`config.mk`:
```
export PLATFORM = sky130hd
export DESIGN_NAME = orange_c_sweep_ctrl_flat
export DESIGN_NICKNAME = d
export VERILOG_FILES = /design/src/rtl/orange_c_sweep_ctrl_if.sv /design/src/rtl/orange_c_sweep_ctrl.sv /design/src/flat_wrapper.sv
export SDC_FILE = /design/constraint.sdc
export NUM_CORES = 1
export LEC_CHECK = 0
export BUFFER_PORTS_ARGS = -buffer_cell sky130_fd_sc_hd__buf_4
export CORE_ASPECT_RATIO = 1.25
export CORE_UTILIZATION = 51
export DETAILED_ROUTE_END_ITERATION = 12
export GPL_ROUTABILITY_DRIVEN = 0
export PLACE_DENSITY = 0.83
export SETUP_SLACK_MARGIN = 0.1
export SLEW_MARGIN = 10
export SYNTH_ARGS = -nofsm -noshare
export SYNTH_HDL_FRONTEND = slang
export SYNTH_SLANG_ARGS = --single-unit
```
`constraint.sdc`:
```
create_clock -name clk -period 1.8 [get_ports clk]
set_input_delay 0.45 -clock clk [delete_from_list [all_inputs] [get_ports clk]]
set_output_delay 0.45 -clock clk [all_outputs]
set_load 0.02 [all_outputs]
```
`src/rtl/orange_c_sweep_ctrl_if.sv`:
```
// ---------------------------------------------------------------------------
// orange_c_sweep_ctrl_if
// Groups the signals that connect the sweep controller to the system
// controller and to the Orange_c instance under test.
//   start          request a sweep (system controller -> sweep ctrl)
//   a,b,c,d        stimulus vector to Orange_c, {a,b,c,d} = index
//   y,z            Orange_c outputs fed back to the sweep ctrl
//   busy,done      sweep status
//   pass           last sweep had no mismatches
//   err_count      number of mismatching vectors in the last sweep
//   first_err_idx  index of the first mismatching vector
// Modports:
//   slave   the sweep controller itself
//   master  everything around it (system controller plus the Orange_c side)
// ---------------------------------------------------------------------------
interface orange_c_sweep_ctrl_if;
  logic       start;
  logic       a;
  logic       b;
  logic       c;
  logic       d;
  logic       y;
  logic       z;
  logic       busy;
  logic       done;
  logic       pass;
  logic [4:0] err_count;
  logic [3:0] first_err_idx;

  modport slave (
    input  start, y, z,
    output a, b, c, d, busy, done, pass, err_count, first_err_idx
  );

  modport master (
    output start, y, z,
    input  a, b, c, d, busy, done, pass, err_count, first_err_idx
  );
endinterface

```
`src/rtl/orange_c_sweep_ctrl.sv`:
```
// ---------------------------------------------------------------------------
// orange_c_sweep_ctrl
// Self-checking sequencer for one Orange_c 4-input/2-output logic block.
// A start request walks {a,b,c,d} through all 16 codes, lets each code settle
// for HOLD_CYCLES cycles, then compares y/z against the expected truth tables
// EXP_Y/EXP_Z (bit i = output for input code i, a is the MSB of i).
//
// Ports:
//   clk   rising-edge clock
//   rst   synchronous reset, active-high
//   bus   orange_c_sweep_ctrl_if.slave: start, y, z in;
//         a..d, busy, done, pass, err_count, first_err_idx out
//
// Optional feature macro: ORANGE_C_SWEEP_STOP_ON_ERR_EN
//   When defined, the first mismatching vector ends the sweep immediately.
//   When undefined, all 16 vectors are always checked and counted.
// ---------------------------------------------------------------------------
module orange_c_sweep_ctrl #(
  parameter int          HOLD_CYCLES = 1,
  parameter logic [15:0] EXP_Y       = 16'h0000,
  parameter logic [15:0] EXP_Z       = 16'h0000
) (
  input logic                   clk,
  input logic                   rst,
  orange_c_sweep_ctrl_if.slave  bus
);

  // Counter only needs to reach HOLD_CYCLES-1.
  localparam int            HW        = (HOLD_CYCLES > 1) ? $clog2(HOLD_CYCLES) : 1;
  localparam logic [HW-1:0] HOLD_LAST = HW'(HOLD_CYCLES - 1);

  typedef enum logic [1:0] {
    IDLE,
    WAIT,
    CHECK,
    DONE
  } state_t;

  state_t        state;
  logic [3:0]    idx;
  logic [3:0]    stim;
  logic [HW-1:0] hold_cnt;
  logic          busy_q;
  logic          done_q;
  logic          pass_q;
  logic [4:0]    err_q;
  logic [3:0]    first_q;
  logic          mismatch;

  assign mismatch = (bus.y != EXP_Y[idx]) || (bus.z != EXP_Z[idx]);

  assign bus.a             = stim[3];
  assign bus.b             = stim[2];
  assign bus.c             = stim[1];
  assign bus.d             = stim[0];
  assign bus.busy          = busy_q;
  assign bus.done          = done_q;
  assign bus.pass          = pass_q;
  assign bus.err_count     = err_q;
  assign bus.first_err_idx = first_q;

  always_ff @(posedge clk) begin
    if (rst) begin
      state    <= IDLE;
      idx      <= 4'd0;
      stim     <= 4'd0;
      hold_cnt <= '0;
      busy_q   <= 1'b0;
      done_q   <= 1'b0;
      pass_q   <= 1'b0;
      err_q    <= 5'd0;
      first_q  <= 4'd0;
    end else begin
      done_q <= 1'b0;
      case (state)
        IDLE: begin
          if (bus.start) begin
            idx      <= 4'd0;
            stim     <= 4'd0;
            hold_cnt <= '0;
            err_q    <= 5'd0;
            pass_q   <= 1'b0;
            first_q  <= 4'd0;
            busy_q   <= 1'b1;
            state    <= WAIT;
          end
        end

        WAIT: begin
          hold_cnt <= hold_cnt + 1'b1;
          if (hold_cnt == HOLD_LAST) begin
            state <= CHECK;
          end
        end

        CHECK: begin
          if (mismatch) begin
            err_q <= err_q + 5'd1;
            if (err_q == 5'd0) begin
              first_q <= idx;
            end
          end
`ifdef ORANGE_C_SWEEP_STOP_ON_ERR_EN
          if (mismatch || (idx == 4'd15)) begin
`else
          if (idx == 4'd15) begin
`endif
            // Stimulus is left on the last applied vector.
            done_q <= 1'b1;
            busy_q <= 1'b0;
            state  <= DONE;
          end else begin
            idx      <= idx + 4'd1;
            stim     <= idx + 4'd1;
            hold_cnt <= '0;
            state    <= WAIT;
          end
        end

        DONE: begin
          pass_q <= (err_q == 5'd0);
          state  <= IDLE;
        end

        default: begin
          state <= IDLE;
        end
      endcase
    end
  end

endmodule

```
`src/flat_wrapper.sv`:
```
// flat-port wrapper written by rule: the top's interface ports become plain ports
module orange_c_sweep_ctrl_flat 
#(
  parameter int          HOLD_CYCLES = 1,
  parameter logic [15:0] EXP_Y       = 16'h0000,
  parameter logic [15:0] EXP_Z       = 16'h0000
)
  (clk, rst, bus_start, bus_y, bus_z, bus_a, bus_b, bus_c, bus_d, bus_busy, bus_done, bus_pass, bus_err_count, bus_first_err_idx);
  orange_c_sweep_ctrl_if bus_i ();
  input logic clk;
  input logic rst;
  input wire logic [$bits(bus_i.start)-1:0] bus_start;
  input wire logic [$bits(bus_i.y)-1:0] bus_y;
  input wire logic [$bits(bus_i.z)-1:0] bus_z;
  output wire logic [$bits(bus_i.a)-1:0] bus_a;
  output wire logic [$bits(bus_i.b)-1:0] bus_b;
  output wire logic [$bits(bus_i.c)-1:0] bus_c;
  output wire logic [$bits(bus_i.d)-1:0] bus_d;
  output wire logic [$bits(bus_i.busy)-1:0] bus_busy;
  output wire logic [$bits(bus_i.done)-1:0] bus_done;
  output wire logic [$bits(bus_i.pass)-1:0] bus_pass;
  output wire logic [$bits(bus_i.err_count)-1:0] bus_err_count;
  output wire logic [$bits(bus_i.first_err_idx)-1:0] bus_first_err_idx;
  assign bus_i.start = bus_start;
  assign bus_i.y = bus_y;
  assign bus_i.z = bus_z;
  assign bus_a = bus_i.a;
  assign bus_b = bus_i.b;
  assign bus_c = bus_i.c;
  assign bus_d = bus_i.d;
  assign bus_busy = bus_i.busy;
  assign bus_done = bus_i.done;
  assign bus_pass = bus_i.pass;
  assign bus_err_count = bus_i.err_count;
  assign bus_first_err_idx = bus_i.first_err_idx;
  orange_c_sweep_ctrl #(.HOLD_CYCLES(HOLD_CYCLES), .EXP_Y(EXP_Y), .EXP_Z(EXP_Z)) u_core (.clk(clk), .rst(rst), .bus(bus_i));
endmodule
```
== Word-level counts from Yosys, hierarchy flattened ==
Memories as Yosys holds them, arrays and structs flattened. A register that Yosys moved wholly into a read port is not among the register bits.
Index checks and enable logic that the tools add are counted.
W data, S select, Z words.

* Add/subtract/negate cells: 3
* Order comparisons: 1
* Equal/unequal tests: 12
* Multiplexer cells: 24
* Bitwise operators: 1
* Reductions and logical operators: 14

{| class="wikitable"
|+ Operator list
! cell !! count
|-
| $mux W4 || 6
|-
| $pmux W4 S2 || 2
|-
| $reduce_and A3 Y1 || 4
|-
| $mux W5 || 2
|-
| $pmux W5 S2 || 1
|-
| $pmux W2 S4 || 1
|-
| $mux W1 || 6
|-
| $mux W2 || 3
|-
| $ne A2 B1 Y1 const B || 3
|-
| $ne A2 B2 Y1 const B || 3
|-
| $add A5 B1 Y5 const B || 1
|-
| $logic_not A5 Y1 || 1
|-
| $lt A4 B5 Y1 const B || 1
|-
| $add A4 B1 Y4 const B || 1
|-
| $eq A2 B2 Y1 const B || 2
|-
| $eq A4 B4 Y1 const B || 1
|-
| $pmux W1 S2 || 2
|-
| $reduce_and A2 Y1 || 2
|-
| $reduce_and A4 Y1 || 1
|-
| $reduce_bool A2 Y1 || 2
|-
| $pmux W1 S3 || 1
|-
| $reduce_bool A3 Y1 || 1
|-
| $eq A2 B1 Y1 const B || 1
|-
| $logic_not A2 Y1 || 1
|-
| 5 further kinds || 6
|}

* Flip-flop bits (word level): 19
* Bits in read-only memories: 16
* Input bits: 5
* Word-level logic and storage cells: 64
* Memories kept: 1

{| class="wikitable"
|+ Memory list
! name !! words !! bits a word !! read ports !! clocked after memory_dff !! wr ports !! line !! RTL
|-
| (no name shown) || 16 || 1 || 1 || 1 || 0 || orange_c_sweep_ctrl.sv:50 || <nowiki>assign mismatch = (bus.y != EXP_Y[idx]) || (bus.z != EXP_Z[idx]);</nowiki>
|}

== Logic depth before layout (Yosys ltp) ==
* Word-level depth: 6
* Depth in mapped cells: 5
* Mapped depth without buffers: 5

== Worst setup path after synthesis ==
Ideal clock, no wire load.

* Kind: register to register
* Start point: reg u_core.err_q[0] (netlist: u_core.bus.err_count[0])
* End point: reg u_core.first_q[2] (netlist: u_core.bus.first_err_idx[2])
* Library setup time: 0.134 ns
* Data arrival time: 1.448 ns
* Path slack: 0.218 ns
* Stages on the path, launching flop included: 6
* Path buffers: 0
* Cells stage by stage: dfxtp_1 inv_1 ha_1 or4b_4 o311ai_1 a21oi_1

* Word-level cells in the longest chain between the ends: 3

{| class="wikitable"
|+ RTL lines
! item !! line !! RTL
|-
| from (decl) || orange_c_sweep_ctrl.sv:46 || <nowiki>logic [4:0] err_q;</nowiki>
|-
| from (signal assigned) || orange_c_sweep_ctrl.sv:98 || <nowiki>err_q <= err_q + 5'd1;</nowiki>
|-
| $logic_not A5 Y1 || orange_c_sweep_ctrl.sv:99 || <nowiki>if (err_q == 5'd0) begin</nowiki>
|-
| $ne A2 B1 Y1 (no line) || -- ||
|-
| $reduce_and A4 Y1 (no line) || -- ||
|-
| to (signal assigned) || orange_c_sweep_ctrl.sv:100 || <nowiki>first_q <= idx;</nowiki>
|-
| to (decl) || orange_c_sweep_ctrl.sv:47 || <nowiki>logic [3:0] first_q;</nowiki>
|}

No other way between the ends.
A chain may end at the register's enable or synchronous reset.

== Worst setup path in the final report ==
* Start point: reg u_core.err_q[0] (netlist: u_core.bus.err_count[0])
* End point: reg u_core.first_q[0] (netlist: u_core.bus.first_err_idx[0])

The elaborated chain is that of the path after synthesis.

==> results.tsv <==
stage	metric	value	unit
run_status	status	complete, no violations	
timing	period utilization	90.50	%
synthesis	Synth Warn #	0	
routing	antenna-violating nets left	0	
timing	Worst-Margin Slew	0.4801	ns
timing	final hold vios	0	
synthesis	Synth async-reset ratio	0	%
floorplanning	Die Y	49.86	um
critical_path	Critical Path AT	1.84	ns
critical_path	CP max FO	5	
floorplanning	die width	40.29	um
global_routing	GR Overflow Total	0	
synthesis	Synth Area per Inst	8.817	um2
routing	final wirelength	2.243	mm
pwr	sw frac	27.18	%
final_layout	FF/Latch Area	380.4	um2
synthesis	Syn Inst Count	106	
timing	Final Skew	0.006944	ns
clock_tree	CTS buffer count	3	
timing	RSZ-0062 raised after global routing	no	
timing	crit path time final	1.629	ns
synthesis	most common cell in the synthesized netlist	dfxtp_1	
synthesis	ys flop type	dfxtp_1	
clock_tree	H-tree depth	1	
place	Post-DP HPWL	1.617	mm
pwr	Sw Pwr	0.0002053	W
place	port buffer count	20	
floorplanning	# rows	16	
routing	Vias	929	
clock_tree	Reg clk slew, reported paths	0.11	ns
synthesis	Synth cell types	35	
pwr	share of total power in combinational logic	12.6	%
timing	Slew headroom	67.97	%
routing	Residual DRC	0	
synthesis	Synth top cells by count	19 x dfxtp_1, 12 x a21oi_1, 7 x nand3_1, 6 x nor2_1, 6 x o21ai_0	
pwr	LEAKAGE	0.4276	nW
global_routing	first-pass GRT wire length	3.360	mm
critical_path	crit path kind	reg -> reg	
clock_tree	clk sink count	19	
routing	Starting DRT DRC Count	29	
timing	Max Slew Vio Count	0	
clock_tree	Clock Path Buffers	2	
worst_hold_path	min-delay worst type	in -> reg	
critical_path	Crit. End Element	flip-flop	
timing	setup violators final	0	
routing	Pre-Repair DR Iteration Count	4	
timing	Setup TNS	0	ns
pwr	clock share of power	29.5	%
global_routing	vias in the first global route	788	
synthesis	Seq cells post-synth	19	
synthesis	largest cells by area after synthesis	dfxtp_1 41%, a21oi_1 6.4%, ha_1 4.0%	
global_routing	initial antenna violation count	0	
final_layout	Syn-to-layout area delta	22.62	%
final_layout	# fillers	135	
floorplanning	IO Count	21	
synthesis	post-synth top area share	40.70	%
clock_tree	Root Driver	clkbuf_4	
critical_path	Worst R2R Setup Slack	0.17	ns
final_layout	share of layout cells above drive strength 1	28.91	%
clock_tree	setup bufs post-CTS	0	
synthesis	post-synth top area cell	dfxtp_1	
floorplanning	core area	0.001642	mm2
synthesis	sequential share of the synthesized area	40.70	%
pwr	P_int	0.0005501	W
clock_tree	CTS tree	yes	
routing	Routed WL per cell	15.36	um
clock_tree	Clk Latency, worst-skew pair	0.31	ns
synthesis	Syn Nets	114	
routing	DR vias/cell	6.363	
floorplanning	Die Area	0.002009	mm2
synthesis	EDFF count, synth	0	
flow_run	Max-Cap Viols	0	
synthesis	Synth Cell Area	934.6	um2
pwr	register share of total power	57.9	%
floorplanning	initial core utilization	56.94	%
final_layout	multi-input logic area	513.0	um2
pwr	Worst VDD drop	0.5736	mV
final_layout	non-filler instance count after layout	146	
global_routing	largest net degree at the start of global routing	20	
critical_path	worst endpoint required time	2.01	ns
final_layout	Diodes inserted	0	
final_layout	Layout Nets	137	
timing	fmax	0.6138	GHz
pwr	Power Dens Cells	659.1	mW/mm2
critical_path	crit start category	flip-flop	
place	Placed Cells	142	
global_routing	Overall Global Routing Usage	23.94	%
==> layout make-up <==
| cell class | count | share of cell area [%] |
|---|---|---|
| multi-input cells | 76 | 44.76 |
| flip-flops and latches | 19 | 33.19 |
| repair buffers | 25 | 16.38 |
| clock buffers | 3 | 1.965 |
| well taps | 18 | 1.965 |
| inverters | 4 | 1.310 |
| clock inverters | 1 | 0.4367 |
==> metal layers <==
layer | track usage [%] | vias up | wire (um)
met1 | 29.01 | 449 | 938
li1 | - | 451 | -
met2 | 38.71 | 27 | 1147
met5 | 0 | - | 0
met3 | 5.405 | 2 | 124
met4 | 10.00 | 0 | 32
==> critical path, cell delays in order (launching register included) <==
cell and delay, ns:
dfxtp_1 0.36, inv_1 0.09, ha_1 0.18, or4b_4 0.51
o311ai_1 0.29, a21oi_1 0.11
==> kinds of logic after synthesis <==
group / count (synthesis) / share of synthesized area (%)
adders and majority gates: 3 / 4.016
DFF: 19 / 40.70
buffers and inverters: 11 / 4.818
AOI/OAI and AO/OA: 34 / 23.70
and+or+nand+nor: 39 / 26.77
==> final timing paths <==
path	from	end	cells past startpoint
setup / recovery	u_core.bus.err_count[0]	u_core.bus.first_err_idx[0]	5
hold / removal	rst	u_core.bus.busy	2
setup reg to reg	u_core.bus.err_count[0]	u_core.bus.first_err_idx[0]	5
hold reg to reg	u_core.bus.busy	u_core.bus.busy	2
==> flip-flops by register name, summed over array words and instances, names as in the netlist <==
register                  count
u_core.state                  2
u_core.bus.first_err_idx      4
u_core.bus.err_count          5
u_core.bus.pass               1
u_core.bus.done               1
u_core.bus.busy               1
u_core.hold_cnt               1
u_core.idx                    4
==> power by group through the flow <==
stage / combinational (W) / clock (W) / sequential, W
global route: 0.000102 / 0.000240 / 0.000439
floorplan: 0.0000567 / 0 / 0.000449
CTS: 0.0000921 / 0.000219 / 0.000437
global placement: 0.0000894 / 0 / 0.000446
finish: 0.0000949 / 0.000223 / 0.000438
detailed placement: 0.0000918 / 0 / 0.000446
==> metrics by stage <==
step           setup slack, ns  total power (W)  util [%]  hold slack, ns  area [um2]
5_1_grt                 0.1070        0.0007813     69.82          0.4436        1146
3_3_place_gp            0.1545        0.0005353     67.91          0.4663        1115
6_report                0.1709        0.0007554     69.82          0.4497        1146
2_1_floorplan           0.2179        0.0005061         -          0.4678       934.6
4_1_cts                 0.1616        0.0007478     69.59          0.4494        1142
3_5_place_dp            0.1165        0.0005383     67.91          0.4756        1115
==> cell usage in the layout, fill, tap and decap left out <==
| cell type | count |
|---|---|
| a221oi_1 | 1 |
| a311oi_1 | 1 |
| o31ai_1 | 3 |
| or3b_2 | 2 |
| nor3b_1 | 1 |
| o311ai_1 | 4 |
| clkinv_2 | 1 |
| or3_1 | 1 |
| buf_4 | 25 |
| and3_4 | 1 |
| nand4_1 | 4 |
| nand2_1 | 3 |
| nand3_1 | 7 |
| inv_1 | 4 |
| and4_1 | 1 |
| o21ba_2 | 1 |
| dfxtp_1 | 19 |
| nand4b_1 | 1 |
| a41oi_1 | 1 |
| a21oi_1 | 12 |
| a211oi_1 | 4 |
| nand3b_1 | 1 |
| ha_1 | 3 |
| nand2b_1 | 2 |
| or4_1 | 3 |
| and3_1 | 1 |
| nor2b_1 | 1 |
| o21ai_0 | 6 |
| o21bai_2 | 1 |
| nor4b_1 | 1 |
| nor4_2 | 1 |
| nor2_1 | 6 |
| or2_2 | 1 |
| clkbuf_4 | 3 |
| or4b_4 | 1 |
==> timing repair <==
action                                  CTS  global route
hold buffers                              0             0
hold endpoints to repair                  0             0
gates resized for setup                   0             1
endpoints found under the setup margin    0             2
No activity file was read; power rests on OpenSTA's default activity.
